**src/rtl/param_gray_updown_counter.sv**
```systemverilog
//------------------------------------------------------------------------------
// Module      : param_gray_updown_counter
// Description : Up/down counter held in binary and Gray form in parallel
//               registers, with Gray-coded load and a wrap/saturate limit flag.
// Revision    : 1.0 - initial release
//------------------------------------------------------------------------------
`default_nettype none

module param_gray_updown_counter #(
    parameter int WIDTH    = 4,
    parameter bit SATURATE = 1'b0
) (
    input  logic             clk,
    input  logic             rst,
    input  logic             enable,
    input  logic             up_down,
    input  logic             load,
    input  logic [WIDTH-1:0] load_gray,
    output logic [WIDTH-1:0] binary_out,
    output logic [WIDTH-1:0] gray_out,
    output logic             limit_hit
);

    localparam logic [WIDTH-1:0] c_zero = '0;
    localparam logic [WIDTH-1:0] c_max  = '1;
    localparam logic [WIDTH-1:0] c_one  = {{(WIDTH-1){1'b0}}, 1'b1};

    logic [WIDTH-1:0] r_bin;
    logic [WIDTH-1:0] r_gray;
    logic             r_limit;

    logic [WIDTH-1:0] w_load_bin;
    logic             w_at_limit;
    logic [WIDTH-1:0] w_stepped;
    logic [WIDTH-1:0] w_step_bin;
    logic [WIDTH-1:0] w_step_gray;

    function automatic logic [WIDTH-1:0] gray_to_bin(input logic [WIDTH-1:0] g);
        logic [WIDTH-1:0] b;
        b[WIDTH-1] = g[WIDTH-1];
        for (int i = WIDTH - 2; i >= 0; i--) begin
            b[i] = b[i+1] ^ g[i];
        end
        return b;
    endfunction

    always_comb begin
        w_load_bin = gray_to_bin(load_gray);
        w_at_limit = up_down ? (r_bin == c_max) : (r_bin == c_zero);
        w_stepped  = up_down ? (r_bin + c_one) : (r_bin - c_one);
    end

    // Saturating variant freezes the count at a limit; wrap variant lets the
    // modulo arithmetic roll over naturally.
    generate
        if (SATURATE) begin : g_saturate
            assign w_step_bin = w_at_limit ? r_bin : w_stepped;
        end else begin : g_wrap
            assign w_step_bin = w_stepped;
        end
    endgenerate

    // Gray is encoded before the register so gray_out is a clean flop output.
    assign w_step_gray = w_step_bin ^ (w_step_bin >> 1);

    always_ff @(posedge clk) begin
        if (rst) begin
            r_bin   <= c_zero;
            r_gray  <= c_zero;
            r_limit <= 1'b0;
        end else if (load) begin
            r_bin   <= w_load_bin;
            r_gray  <= load_gray;
            r_limit <= 1'b0;
        end else if (enable) begin
            r_bin   <= w_step_bin;
            r_gray  <= w_step_gray;
            r_limit <= w_at_limit;
        end else begin
            r_limit <= 1'b0;
        end
    end

    assign binary_out = r_bin;
    assign gray_out   = r_gray;
    assign limit_hit  = r_limit;

endmodule

`default_nettype wire
```
**config.mk**
```make
export PLATFORM = sky130hd
export DESIGN_NAME = param_gray_updown_counter
export DESIGN_NICKNAME = d
export VERILOG_FILES = /design/src/rtl/param_gray_updown_counter.sv
export SDC_FILE = /design/constraint.sdc
export NUM_CORES = 1
export LEC_CHECK = 0
export CORE_AREA = 4 4 41 43
export DETAILED_ROUTE_END_ITERATION = 10
export DIE_AREA = 0 0 45 47
export PLACE_DENSITY = 0.74
export REMOVE_ABC_BUFFERS = 1
export SYNTH_ARGS = -nofsm -noshare
export SYNTH_HDL_FRONTEND = slang
export SYNTH_SLANG_ARGS = --single-unit
```
**constraint.sdc**
```tcl
create_clock -name clk -period 2.8 [get_ports clk]
set_input_delay 0.56 -clock clk [delete_from_list [all_inputs] [get_ports clk]]
set_output_delay 0.56 -clock clk [all_outputs]
set_load 0.005 [all_outputs]
```
==> results.sh, run 1 <==
export IMPL_ys_flop_type="dfxtp_1"
export IMPL_cts_buffers=3
export IMPL_rows=13
export IMPL_ys_types=27
export IMPL_core_mm2=0.00130
export IMPL_initial_core_util=0.419
export IMPL_slew_headroom=0.669
export IMPL_path_class="input pin to register"
export IMPL_post_dp_cell_area_um2=722
export IMPL_synth_compound_area_frac=0.213
export IMPL_clk_latency_ns=0.26
export IMPL_final_common_cell="clkdlybuf4s50_1"
export IMPL_drt_iter0_drc=29
export IMPL_synth_area_per_cell_um2=8.39
export IMPL_nFillCells=126
export IMPL_die_h_um=47
export IMPL_fin_ws_ns=0.472
export IMPL_outcome="complete, no violations"
export IMPL_antenna_found_initial=0
export IMPL_dieArea_mm2=0.00212
export IMPL_synthXorXnorAreaFrac=0.128
export IMPL_final_seq_area_um2=160
export IMPL_synthMuxAreaShare=0
export IMPL_period_needed_ns=2.33
export IMPL_synth_top_family_by_area="compound AO/OA/AOI/OAI gates"
export IMPL_io_pins=18
export IMPL_cp_data_arrival_time_ns=2.46
export IMPL_htreeDepth=1
export IMPL_cts_tree="yes"
export IMPL_critPathCaptureType="register"
export IMPL_routed_wl_um=1250
export IMPL_synth_simple_area_share=0.204
export IMPL_drv_slew=0
export IMPL_required_ns=2.94
export IMPL_gp_congestion=0.811
export IMPL_die_w_um=45
export IMPL_final_setup_tns_ns=0
export IMPL_synth_top_area_frac=0.294
export IMPL_rsz0062_at_grt="no"
export IMPL_postSynthCellCount=65
export IMPL_ys_seq_elements=8
export IMPL_clockBufferDepth=2
export IMPL_synth_adder_area_share=0.0826
export IMPL_dp_slack_ns=0.218
export IMPL_fin_crit_sh=0.832
export IMPL_port_buffers=17
export IMPL_antenna_left=0
export IMPL_max_slew_worst_pin_slew_ns=0.495
export IMPL_holdWs_ns=0.522
export IMPL_grt_max_degree=17
export IMPL_synth_area_um2=546
export IMPL_setup_viol=0
export IMPL_routed_via_density=5.38
export IMPL_synthTopCellsByArea="dfxtp_1, xnor2_1, a211oi_1, a21oi_1, nor2_1"
export IMPL_dpl_hpwl_um=971
export IMPL_yosys_area_top_type="dfxtp_1"
export IMPL_overflow=0
export IMPL_antennaDiodeCount=0
export IMPL_critPathLaunchType="input pin"
export IMPL_area_delta_synth_final_pct=36.5
export IMPL_layout_nets=96
export IMPL_clk_pin_slew_ns=0.05
export IMPL_skew_ns=0.00682
export IMPL_synth_edf_count=0
export IMPL_yosys_warnings=0
export IMPL_final_area_um2=744
export IMPL_grtUsageTotal=0.130
export IMPL_fmax_mhz=429
export IMPL_drc=0
export IMPL_final_cell_mix="clkdlybuf4s50_1, dfxtp_1, a21oi_1, xnor2_1, nor2_1"
export IMPL_crit_fanout=4
export IMPL_multi_input_area_um2=343
export IMPL_worstHoldPathType="register to register"
export IMPL_grt_pass1_wl_um=1960
export IMPL_p_per_area_mw_per_mm2=489
export IMPL_wl_per_cell_um=12.9
export IMPL_ys_async_sr_fraction=0
export IMPL_cts_resized=0
export IMPL_post_cts_setup_buffers=0
export IMPL_cts_sinks=8
export IMPL_dr_pass1_iters=4
export IMPL_vdd_drop_max_mv=0.279
export IMPL_grt_pass1_vias=466
export IMPL_p_leak_nw=0.288
export IMPL_via_count=522
export IMPL_cap_viol_max_count=0
export IMPL_cts_hold_buffers=0
export IMPL_hold_viol=0
export IMPL_drive_gt1_frac=0.0976
export IMPL_cts_root_buf="clkbuf_4"
export IMPL_ys_seq_area_frac=0.294
## worst max-delay path: stages
cell             delay (ns)
clkdlybuf4s50_1        0.57
inv_1                  0.11
ha_1                   0.35
and3_4                 0.20
o21ai_1                0.25
a211oi_2               0.11
a311o_1                0.32
## where the power goes
group          internal (mW)  switching [mW]
sequential             0.125          0.0129
combinational         0.0760          0.0603
clock                 0.0492          0.0407
## worst paths after layout
path	from	endpoint	slack (ns)	cells after the start
worst min-delay path	binary_out[2]	limit_hit	0.52	2
worst min register to register	binary_out[2]	limit_hit	0.52	2
worst max register to register	binary_out[0]	gray_out[1]	0.86	6
worst max-delay path	up_down	gray_out[2]	0.47	7
## through the flow
stage | instances | utilization | power, mW
floorplan | 61 | - | 0.216
global placement | 94 | 0.555 | 0.273
detailed placement | 94 | 0.555 | 0.276
CTS | 97 | 0.572 | 0.368
global route | 97 | 0.572 | 0.391
finish | 97 | 0.572 | 0.364
## synthesized netlist by cell type (all sizes together) (2+ instances only)
cell,instances
clkbuf,2
inv,6
nand2,2
ha,2
a211oi,6
or3,2
nor2,7
xnor2,7
and3,2
nor3b,2
buf,2
dfxtp,8
a21oi,7
## final cells by class
cell class                 instances  area share
inverter                           6      0.0303
sequential                         8       0.215
clock buffer                       3      0.0303
multi-input combinational         47       0.461
timing repair buffer              18       0.239
tap                               15      0.0252
## routing by layer
layer | wire, um | vias to the layer above | GRT usage | share of wire
met4 | 24 | 0 | 0.0468 | 0.019
met1 | 553 | 236 | 0.159 | 0.44
met5 | 0 | - | 0 | 0
met2 | 578 | 20 | 0.203 | 0.46
li1 | - | 263 | - | -
met3 | 94 | 3 | 0.0575 | 0.075
## cell families (layout without fill, tap and decap cells)
family / count (synthesis) / count (layout)
simple gates: 19 / 19
flops: 8 / 8
compound gates: 17 / 17
fa+ha+maj: 3 / 3
xor+xnor: 8 / 8
buf+inv: 10 / 27
## sequential cells by signal (all words and copies together) (netlist names)
register    count
binary_out      4
gray_out        3
limit_hit       1
Power figures use the tool's default switching activity.
==> inputs of run 2 (changes only) <==
clock period = 2.3 ns   (was 2.8 ns; I/O delays follow)
==> run 2 against run 1 <==
  * Die area stayed put
  * Largest cell class unchanged
  * Sequential share of layout area is 1.4 points lower
  * Non-clock buffer count is 7 higher
  * Highest routed layer unchanged
==> results.sh, run 2 (synthesis results as in run 1) <==
export IMPL_outcome="complete, no violations"
export IMPL_p_leak_nw=0.322
export IMPL_rows=13
export IMPL_p_per_area_mw_per_mm2=576
export IMPL_grt_pass1_vias=526
export IMPL_period_needed_ns=2.09
export IMPL_port_buffers=17
export IMPL_io_pins=18
export IMPL_slowest_stage="clkdlybuf4s50_1"
export IMPL_cp_cell_sequence="clkdlybuf4s50_1 -> inv_1 -> ha_1 -> and3_4 -> or3_4 -> a311o_1"
export IMPL_gp_congestion=0.823
export IMPL_dpl_hpwl_um=1060
export IMPL_critPathLaunchType="input pin"
export IMPL_cts_root_buf="clkbuf_4"
export IMPL_cts_tree="yes"
export IMPL_layout_nets=103
export IMPL_post_cts_setup_buffers=0
export IMPL_final_common_cell="clkdlybuf4s50_1"
export IMPL_cts_resized=0
export IMPL_initial_core_util=0.419
export IMPL_htreeDepth=1
export IMPL_die_w_um=45
export IMPL_core_mm2=0.00130
export IMPL_required_ns=2.44
export IMPL_drc=0
export IMPL_grt_max_degree=12
export IMPL_drt_iter0_drc=16
export IMPL_cts_buffers=3
export IMPL_path_class="input pin to register"
export IMPL_clk_latency_ns=0.26
export IMPL_grt_pass1_wl_um=2190
export IMPL_largest_reg_flops=4
export IMPL_antenna_left=0
export IMPL_drive_gt1_frac=0.169
export IMPL_slew_headroom=0.837
export IMPL_worstHoldPathType="register to register"
export IMPL_overflow=0
export IMPL_die_h_um=47
export IMPL_crit_fanout=3
export IMPL_dieArea_mm2=0.00212
export IMPL_slowest_delay_ns=0.48
export IMPL_fin_crit_sh=0.910
export IMPL_hold_viol=0
export IMPL_via_count=541
export IMPL_area_delta_synth_final_pct=46.1
export IMPL_fmax_mhz=478
export IMPL_cts_hold_buffers=0
export IMPL_max_slew_worst_pin_slew_ns=0.243
export IMPL_final_area_um2=797
export IMPL_dr_pass1_iters=4
export IMPL_grtUsageTotal=0.148
export IMPL_clk_pin_slew_ns=0.05
export IMPL_clockBufferDepth=2
export IMPL_crit_family="simple AND/OR/NAND/NOR gates"
export IMPL_setup_viol=0
export IMPL_wl_per_cell_um=12.6
export IMPL_cp_num_buf_inv=2
export IMPL_vdd_drop_max_mv=0.275
export IMPL_post_dp_cell_area_um2=774
export IMPL_routed_wl_um=1310
export IMPL_drv_slew=0
export IMPL_antenna_found_initial=0
export IMPL_final_cell_mix="clkdlybuf4s50_1, dfxtp_1, buf_4"
export IMPL_routed_via_density=5.20
export IMPL_critPathCaptureType="register"
export IMPL_final_setup_tns_ns=0
export IMPL_rsz0062_at_grt="no"
export IMPL_antennaDiodeCount=0
export IMPL_cap_viol_max_count=0
export IMPL_cts_sinks=8
export IMPL_cp_data_arrival_time_ns=2.23
export IMPL_nFillCells=120
export IMPL_skew_ns=0.00258
run 2: routing by layer:
layer	wire length [um]	part of all wire	global-route usage	vias to the layer above
met3	64	0.049	0.0690	2
met1	585	0.45	0.171	247
met5	0	0	0	-
li1	-	-	-	276
met2	648	0.50	0.237	16
met4	7	0.0054	0.0585	0
run 2: power by group:
part	switching (mW)	leakage (nW)	total [mW]	internal, mW
Combinational	0.0809	0.242	0.188	0.108
Sequential	0.0117	0.0663	0.164	0.153
Clock	0.0467	0.0138	0.106	0.0596
Total	0.139	0.322	0.459	0.320
run 2: final cells by class:
type | count | area [um^2] | area share
inverter | 6 | 22.5 | 0.0283
timing repair buffer | 25 | 230 | 0.289
multi-input combinational | 47 | 343 | 0.430
clock buffer | 3 | 22.5 | 0.0283
sequential | 8 | 160 | 0.201
tap | 15 | 18.8 | 0.0235
run 2: path summary, 6_finish.rpt:
| kind | slack, ns | endpoint | depth (start not counted) | startpoint |
|---|---|---|---|---|
| max | 0.21 | gray_out[2] | 6 | up_down |
| min | 0.54 | limit_hit | 2 | binary_out[2] |
| max reg2reg | 0.57 | gray_out[1] | 7 | binary_out[1] |
| min reg2reg | 0.54 | limit_hit | 2 | binary_out[2] |
run 2: worst reg2reg max path: cells and delay by family (launching register included):
family	cells	cell delay (ns)
AO/OA/AOI/OAI	1	0.24
flip-flops	1	0.42
XOR/XNOR	2	0.28
buffers and inverters	2	0.23
AND/OR/NAND/NOR	1	0.07
adder cells (fa/ha/maj)	1	0.39
run 2: through the flow:
stage	util	worst slack (ns)	power, mW	hold slack, ns	instances
after floorplan	-	0.523	0.263	0.496	61
after global placement	0.595	-0.0259	0.352	0.523	101
after detailed placement	0.595	-0.0546	0.355	0.531	101
after CTS	0.613	0.212	0.466	0.542	104
after global routing	0.613	0.0779	0.493	0.564	104
final	0.613	0.207	0.459	0.542	104
==> inputs of run 3 (changes only) <==
GPL_ROUTABILITY_DRIVEN = 0   (was default)
==> results of run 3 <==
Same layout as run 2: the final DEF is identical, and so are final timing and power.
==> RTL edit 1: new RTL, flow settings as in run 1 <==
Set the parameter `WIDTH` to 5 (it was 4).
--- a/src/rtl/param_gray_updown_counter.sv
+++ b/src/rtl/param_gray_updown_counter.sv
@@ -8,5 +8,5 @@
 
 module param_gray_updown_counter #(
-    parameter int WIDTH    = 4,
+    parameter int WIDTH    = 5,
     parameter bit SATURATE = 1'b0
 ) (
Interface: changed (resized binary_out, gray_out and load_gray); port bits go from 18 to 21. No check against the original RTL was run, so the function may have changed too.
==> RTL edit 1 against run 1 <==
Area after synthesis increased by 23%; total power is 45% higher; final cell count increased by 19%; cell area increased by 24%; sequential cell count up 2; sequential power up 26%; setup slack improved by 24 ps; die area stayed put; highest routed layer unchanged; hold slack improved by 120 ps; routed wire length grew 32%.
==> RTL edit 1: results (changes against run 1) <==
* Top cells by count, synth: 13 x nor2_1, 10 x dfxtp_1, 9 x xnor2_1 (was 8 x dfxtp_1, 7 x a21oi_1, 7 x nor2_1, 7 x xnor2_1, 6 x inv_1)
* Register area share after synthesis at 0.297 (was 0.294)
* WL met1 at 700 um (was 553 um)
* Largest register FFs at 5 (was 4)
* Least-Margin Pin Slew at 490 ps (was 495 ps)
* Largest net degree at the start of global routing at 14 (was 17)
* Netlist cell types at 27 (unchanged)
* Ys async rst share at 0 (unchanged)
* Final nets at 115 (was 96)
* Cell-internal power at 358 uW (was 250 uW)
* GR Util met2 at 0.305 (was 0.203)
* Met3 Use GR at 0.0613 (was 0.0575)
* Initial antenna violation count at 0 (unchanged)
* Max Buffers Root-to-Sink at 2 (unchanged)
* Vias per cell at 5.63 (was 5.38)
* Ys flop type: dfxtp_1 (unchanged)
* Clk_skew at 2.95 ps (was 6.82 ps)
* Later-pin clock latency in the skew report at 280 ps (was 260 ps)
* Routability cong. at 0.868 (was 0.811)
* Post-CTS setup buffer count at 0 (unchanged)
* Met2 WL post-DR at 795 um (was 578 um)
* Worst vdd ir at 0.358 mV (was 0.279 mV)
* Diode count at 0 (unchanged)
* Dpl cell area at 883 sq um (was 722 sq um)
* H-tree Lvls at 1 (unchanged)
* Setup TNS at 0 ps (unchanged)
* WHS Path Cells at 3 (was 2)
* CTS clk-pin slew, worst paths at 80 ps (was 50 ps)
* Clk root buf: clkbuf_4 (unchanged)
* Leak at 0.361 nW (was 0.288 nW)
* Worst EP arrival at 2500 ps (was 2460 ps)
* WL per Instance at 14.3 um (was 12.9 um)
* Initial DRT Pass Iterations at 4 (unchanged)
* Pre-CTS setup slack at 220 ps (was 218 ps)
* Top sig layer: met4 (unchanged)
* Syn. warnings at 0 (unchanged)
* Synth top area cells: dfxtp_1 30%, xnor2_1 12%, nor2_1 7.2%, a211oi_1 5.6%, ha_1 5.6% (was dfxtp_1 29%, xnor2_1 11%, a211oi_1 6.9%, a21oi_1 6.4%, nor2_1 4.8%)
* Met1 Usage GRT at 0.205 (was 0.159)
* Post-CTS resize count at 0 (unchanged)
* Hpwl dp at 1190 um (was 971 um)
* Share of cells above drive strength 1 at 0.100 (was 0.0976)
* Vias in the first global route at 624 (was 466)
* DRT iter0 DRCs at 10 (was 29)
* Input/output buffers at 20 (was 17)
* First-pass GRT wire length at 2680 um (was 1960 um)
* WL met3 at 109 um (was 94 um)
* Max FO, Critical Path at 5 (was 4)
* R2R depth at 7 (was 6)
* All-Layer GR Usage at 0.181 (was 0.130)
* Status: complete, no violations (unchanged)
* Worst min-delay path category: flop to flop (unchanged)
* CTS Buf Count at 3 (unchanged)
## RTL edit 1: cell families after synthesis
| logic type | after synthesis | share of synthesized area |
|---|---|---|
| fa+ha+maj | 4 | 0.0855 |
| compound gates | 18 | 0.188 |
| xor+xnor | 13 | 0.180 |
| buf+inv | 9 | 0.0576 |
| simple gates | 23 | 0.160 |
| mux | 2 | 0.0316 |
| flops | 10 | 0.297 |
## RTL edit 1: critical path, stage by stage
cell and delay (ps):
clkdlybuf4s50_1 590, inv_1 120, ha_1 310, a21o_1 200
a21oi_2 180, xnor2_2 170, xnor2_1 110, a211oi_1 240
## RTL edit 1: stage by stage
step                std cells   util  hold WS (ps)
finish                    115  0.707           640
CTS                       115  0.707           638
detailed placement        111  0.679           619
floorplan                  74      -           572
global placement          111  0.679           608
global route              115  0.707           677
## RTL edit 1: final timing paths
kind / endpoint / from / slack [ps]
worst max-delay path: gray_out[2] / up_down / 500
worst min-delay path: gray_out[1] / gray_out[1] / 640
worst max register to register: binary_out[4] / binary_out[0] / 820
worst min register to register: gray_out[1] / gray_out[1] / 640
## RTL edit 1: power groups by stage
stage	Combinational [mW]	Clock (mW)	Sequential, mW
detailed placement	0.213	0	0.177
floorplan	0.128	0	0.175
global route	0.235	0.149	0.176
CTS	0.215	0.141	0.174
finish	0.214	0.139	0.174
global placement	0.210	0	0.177
## RTL edit 1: layout make-up
cell class | count | area [sq um]
timing repair buffer | 22 | 215
multi-input combinational | 60 | 434
fill | 110 | 382
clock buffer | 4 | 36.3
sequential | 10 | 200
inverter | 4 | 15.0
tap | 15 | 18.8
==> RTL edit 2: new RTL, settings of run 1 <==
Without the edit above. Add an input register stage for `enable`, `up_down`, `load` and `load_gray`; this delays them by one clock.
--- a/src/rtl/param_gray_updown_counter.sv
+++ b/src/rtl/param_gray_updown_counter.sv
@@ -26,4 +26,16 @@
     localparam logic [WIDTH-1:0] c_one  = {{(WIDTH-1){1'b0}}, 1'b1};
 
+    logic enable_q;
+    logic up_down_q;
+    logic load_q;
+    logic [WIDTH-1:0] load_gray_q;
+
+    always_ff @(posedge clk) begin
+        enable_q    <= enable;
+        up_down_q   <= up_down;
+        load_q      <= load;
+        load_gray_q <= load_gray;
+    end
+
     logic [WIDTH-1:0] r_bin;
     logic [WIDTH-1:0] r_gray;
@@ -46,7 +58,7 @@
 
     always_comb begin
-        w_load_bin = gray_to_bin(load_gray);
-        w_at_limit = up_down ? (r_bin == c_max) : (r_bin == c_zero);
-        w_stepped  = up_down ? (r_bin + c_one) : (r_bin - c_one);
+        w_load_bin = gray_to_bin(load_gray_q);
+        w_at_limit = up_down_q ? (r_bin == c_max) : (r_bin == c_zero);
+        w_stepped  = up_down_q ? (r_bin + c_one) : (r_bin - c_one);
     end
 
@@ -69,9 +81,9 @@
             r_gray  <= c_zero;
             r_limit <= 1'b0;
-        end else if (load) begin
+        end else if (load_q) begin
             r_bin   <= w_load_bin;
-            r_gray  <= load_gray;
+            r_gray  <= load_gray_q;
             r_limit <= 1'b0;
-        end else if (enable) begin
+        end else if (enable_q) begin
             r_bin   <= w_step_bin;
             r_gray  <= w_step_gray;
Behaviour: not the same (a bounded check fails within 4 cycles, from zero or initial values and one cycle with rst high).
==> RTL edit 2 against run 1 <==
Setup slack improved by 240 ps; sequential share of layout area increased by 12 points; sequential cell count increased by 7; total power increased by 40%; via count increased by 5.0%; clock power increased by 35%; area after synthesis increased by 26%; hold slack got worse by 29 ps; routed wire length increased by 6.1%; cell area increased by 19%; largest power group unchanged; highest routed layer unchanged.
==> RTL edit 2: results (changes against run 1) <==
* Final nets at 102 (was 96)
* Worst setup path endpoint: gray_out[2] (unchanged)
* Post-synthesis adder-cell area fraction at 0.0653 (was 0.0826)
* Slowest CP cell: dfxtp_1 (was clkdlybuf4s50_1)
* Clk_skew at 3.34 ps (was 6.82 ps)
* CTS Buf Count at 3 (unchanged)
* Routability cong. at 0.790 (was 0.811)
* Post-CTS resize count at 0 (unchanged)
* Compound-Gate Fraction of Synth Area at 0.145 (was 0.213)
* Largest net degree at the start of global routing at 17 (unchanged)
* Critical path class: flop to flop (was input port to flop)
* Top cells by count, synth: 15 x dfxtp_1, 7 x a21oi_1, 6 x a211oi_1, 6 x inv_1, 6 x xnor2_1 (was 8 x dfxtp_1, 7 x a21oi_1, 7 x nor2_1, 7 x xnor2_1, 6 x inv_1)
* Crit-path leading delay family: XOR/XNOR gates (was buffers and inverters)
* Synth Area in XOR/XNOR at 0.134 (was 0.128)
* CTS clk-pin slew, worst paths at 90 ps (was 50 ps)
* Syn. warnings at 0 (unchanged)
* Mux cell area share after synthesis at 0 (unchanged)
* Max Buffers Root-to-Sink at 2 (unchanged)
* Netlist cell types at 26 (was 27)
* Least-Margin Pin Slew at 506 ps (was 495 ps)
* Input/output buffers at 17 (unchanged)
* Non-Filler Instances at 104 (was 97)
* WL per Instance at 12.8 um (was 12.9 um)
* Vias at 548 (was 522)
* Setup ws final at 708 ps (was 472 ps)
* Worst EP arrival at 2300 ps (was 2460 ps)
* Later-pin clock latency in the skew report at 280 ps (was 260 ps)
* Status: complete, no violations (unchanged)
* Worst vdd ir at 0.399 mV (was 0.279 mV)
* Max FO, Critical Path at 7 (was 4)
* Fill cells at 120 (was 126)
* Leak at 0.359 nW (was 0.288 nW)
* Register area share after synthesis at 0.436 (was 0.294)
* All-Layer GR Usage at 0.167 (was 0.130)
* Dpl cell area at 860 sq um (was 722 sq um)
* Synth top area cells: dfxtp_1 44%, xnor2_1 7.6%, a211oi_1 6.5%, a21oi_1 5.1%, ha_1 3.6% (was dfxtp_1 29%, xnor2_1 11%, a211oi_1 6.9%, a21oi_1 6.4%, nor2_1 4.8%)
* CP startpoint kind: flop (was input port)
* R2R depth at 6 (unchanged)
* Crit path launch: binary_out[0] (was up_down)
* Share of cells above drive strength 1 at 0.0787 (was 0.0976)
* Vias in the first global route at 537 (was 466)
* Hpwl dp at 962 um (was 971 um)
* DRT iter0 DRCs at 5 (was 29)
* First-pass GRT wire length at 2440 um (was 1960 um)
* Largest stage delay, worst path at 510 ps (was 570 ps)
* Crit Reg-Reg Endpoint: gray_out[2] (was gray_out[1])
* Worst reg2reg setup slack at 710 ps (was 860 ps)
* Pre-CTS setup slack at 786 ps (was 218 ps)
* Synth Instances at 72 (was 65)
==> RTL edit 2: routing by layer <==
layer / track usage / vias to the layer above / part of all wire
li1: - / 280 / -
met1: 0.210 / 246 / 0.48
met2: 0.268 / 20 / 0.45
met3: 0.0345 / 2 / 0.060
met4: 0.0877 / 0 / 0.0075
met5: 0 / - / 0
==> RTL edit 2: layout make-up <==
| cell class | count | area (sq um) | share of cell area |
|---|---|---|---|
| multi-input cells | 47 | 348 | 0.392 |
| well taps | 15 | 18.8 | 0.0212 |
| inverters | 6 | 22.5 | 0.0254 |
| clock inverters | 1 | 5.00 | 0.00564 |
| repair buffers | 17 | 170 | 0.192 |
| flip-flops and latches | 15 | 300 | 0.339 |
| clock buffers | 3 | 22.5 | 0.0254 |
==> RTL edit 2: cells by family after synthesis <==
kind of cell    after synthesis
xor+xnor                      9
buf+inv                      10
flops                        15
compound gates               16
fa+ha+maj                     3
simple gates                 19
==> RTL edit 2: worst min-delay path by stage <==
stage                         startpoint          end  slack [ps]  cells after the start
final                     load_gray_q[1]  gray_out[1]         490                      2
after global routing      load_gray_q[1]  gray_out[1]         540                      2
after CTS                 load_gray_q[1]  gray_out[1]         500                      2
after detailed placement  load_gray_q[1]  gray_out[1]         490                      2
after global placement    load_gray_q[1]  gray_out[1]         480                      2
after floorplan           load_gray_q[1]  gray_out[1]         450                      2
==> RTL edit 2: report_power, final <==
part / switching [mW] / internal (mW) / total, mW
clock network: 0.0681 / 0.0529 / 0.121
logic: 0.0553 / 0.0812 / 0.136
registers: 0.0217 / 0.230 / 0.252
total: 0.145 / 0.364 / 0.509
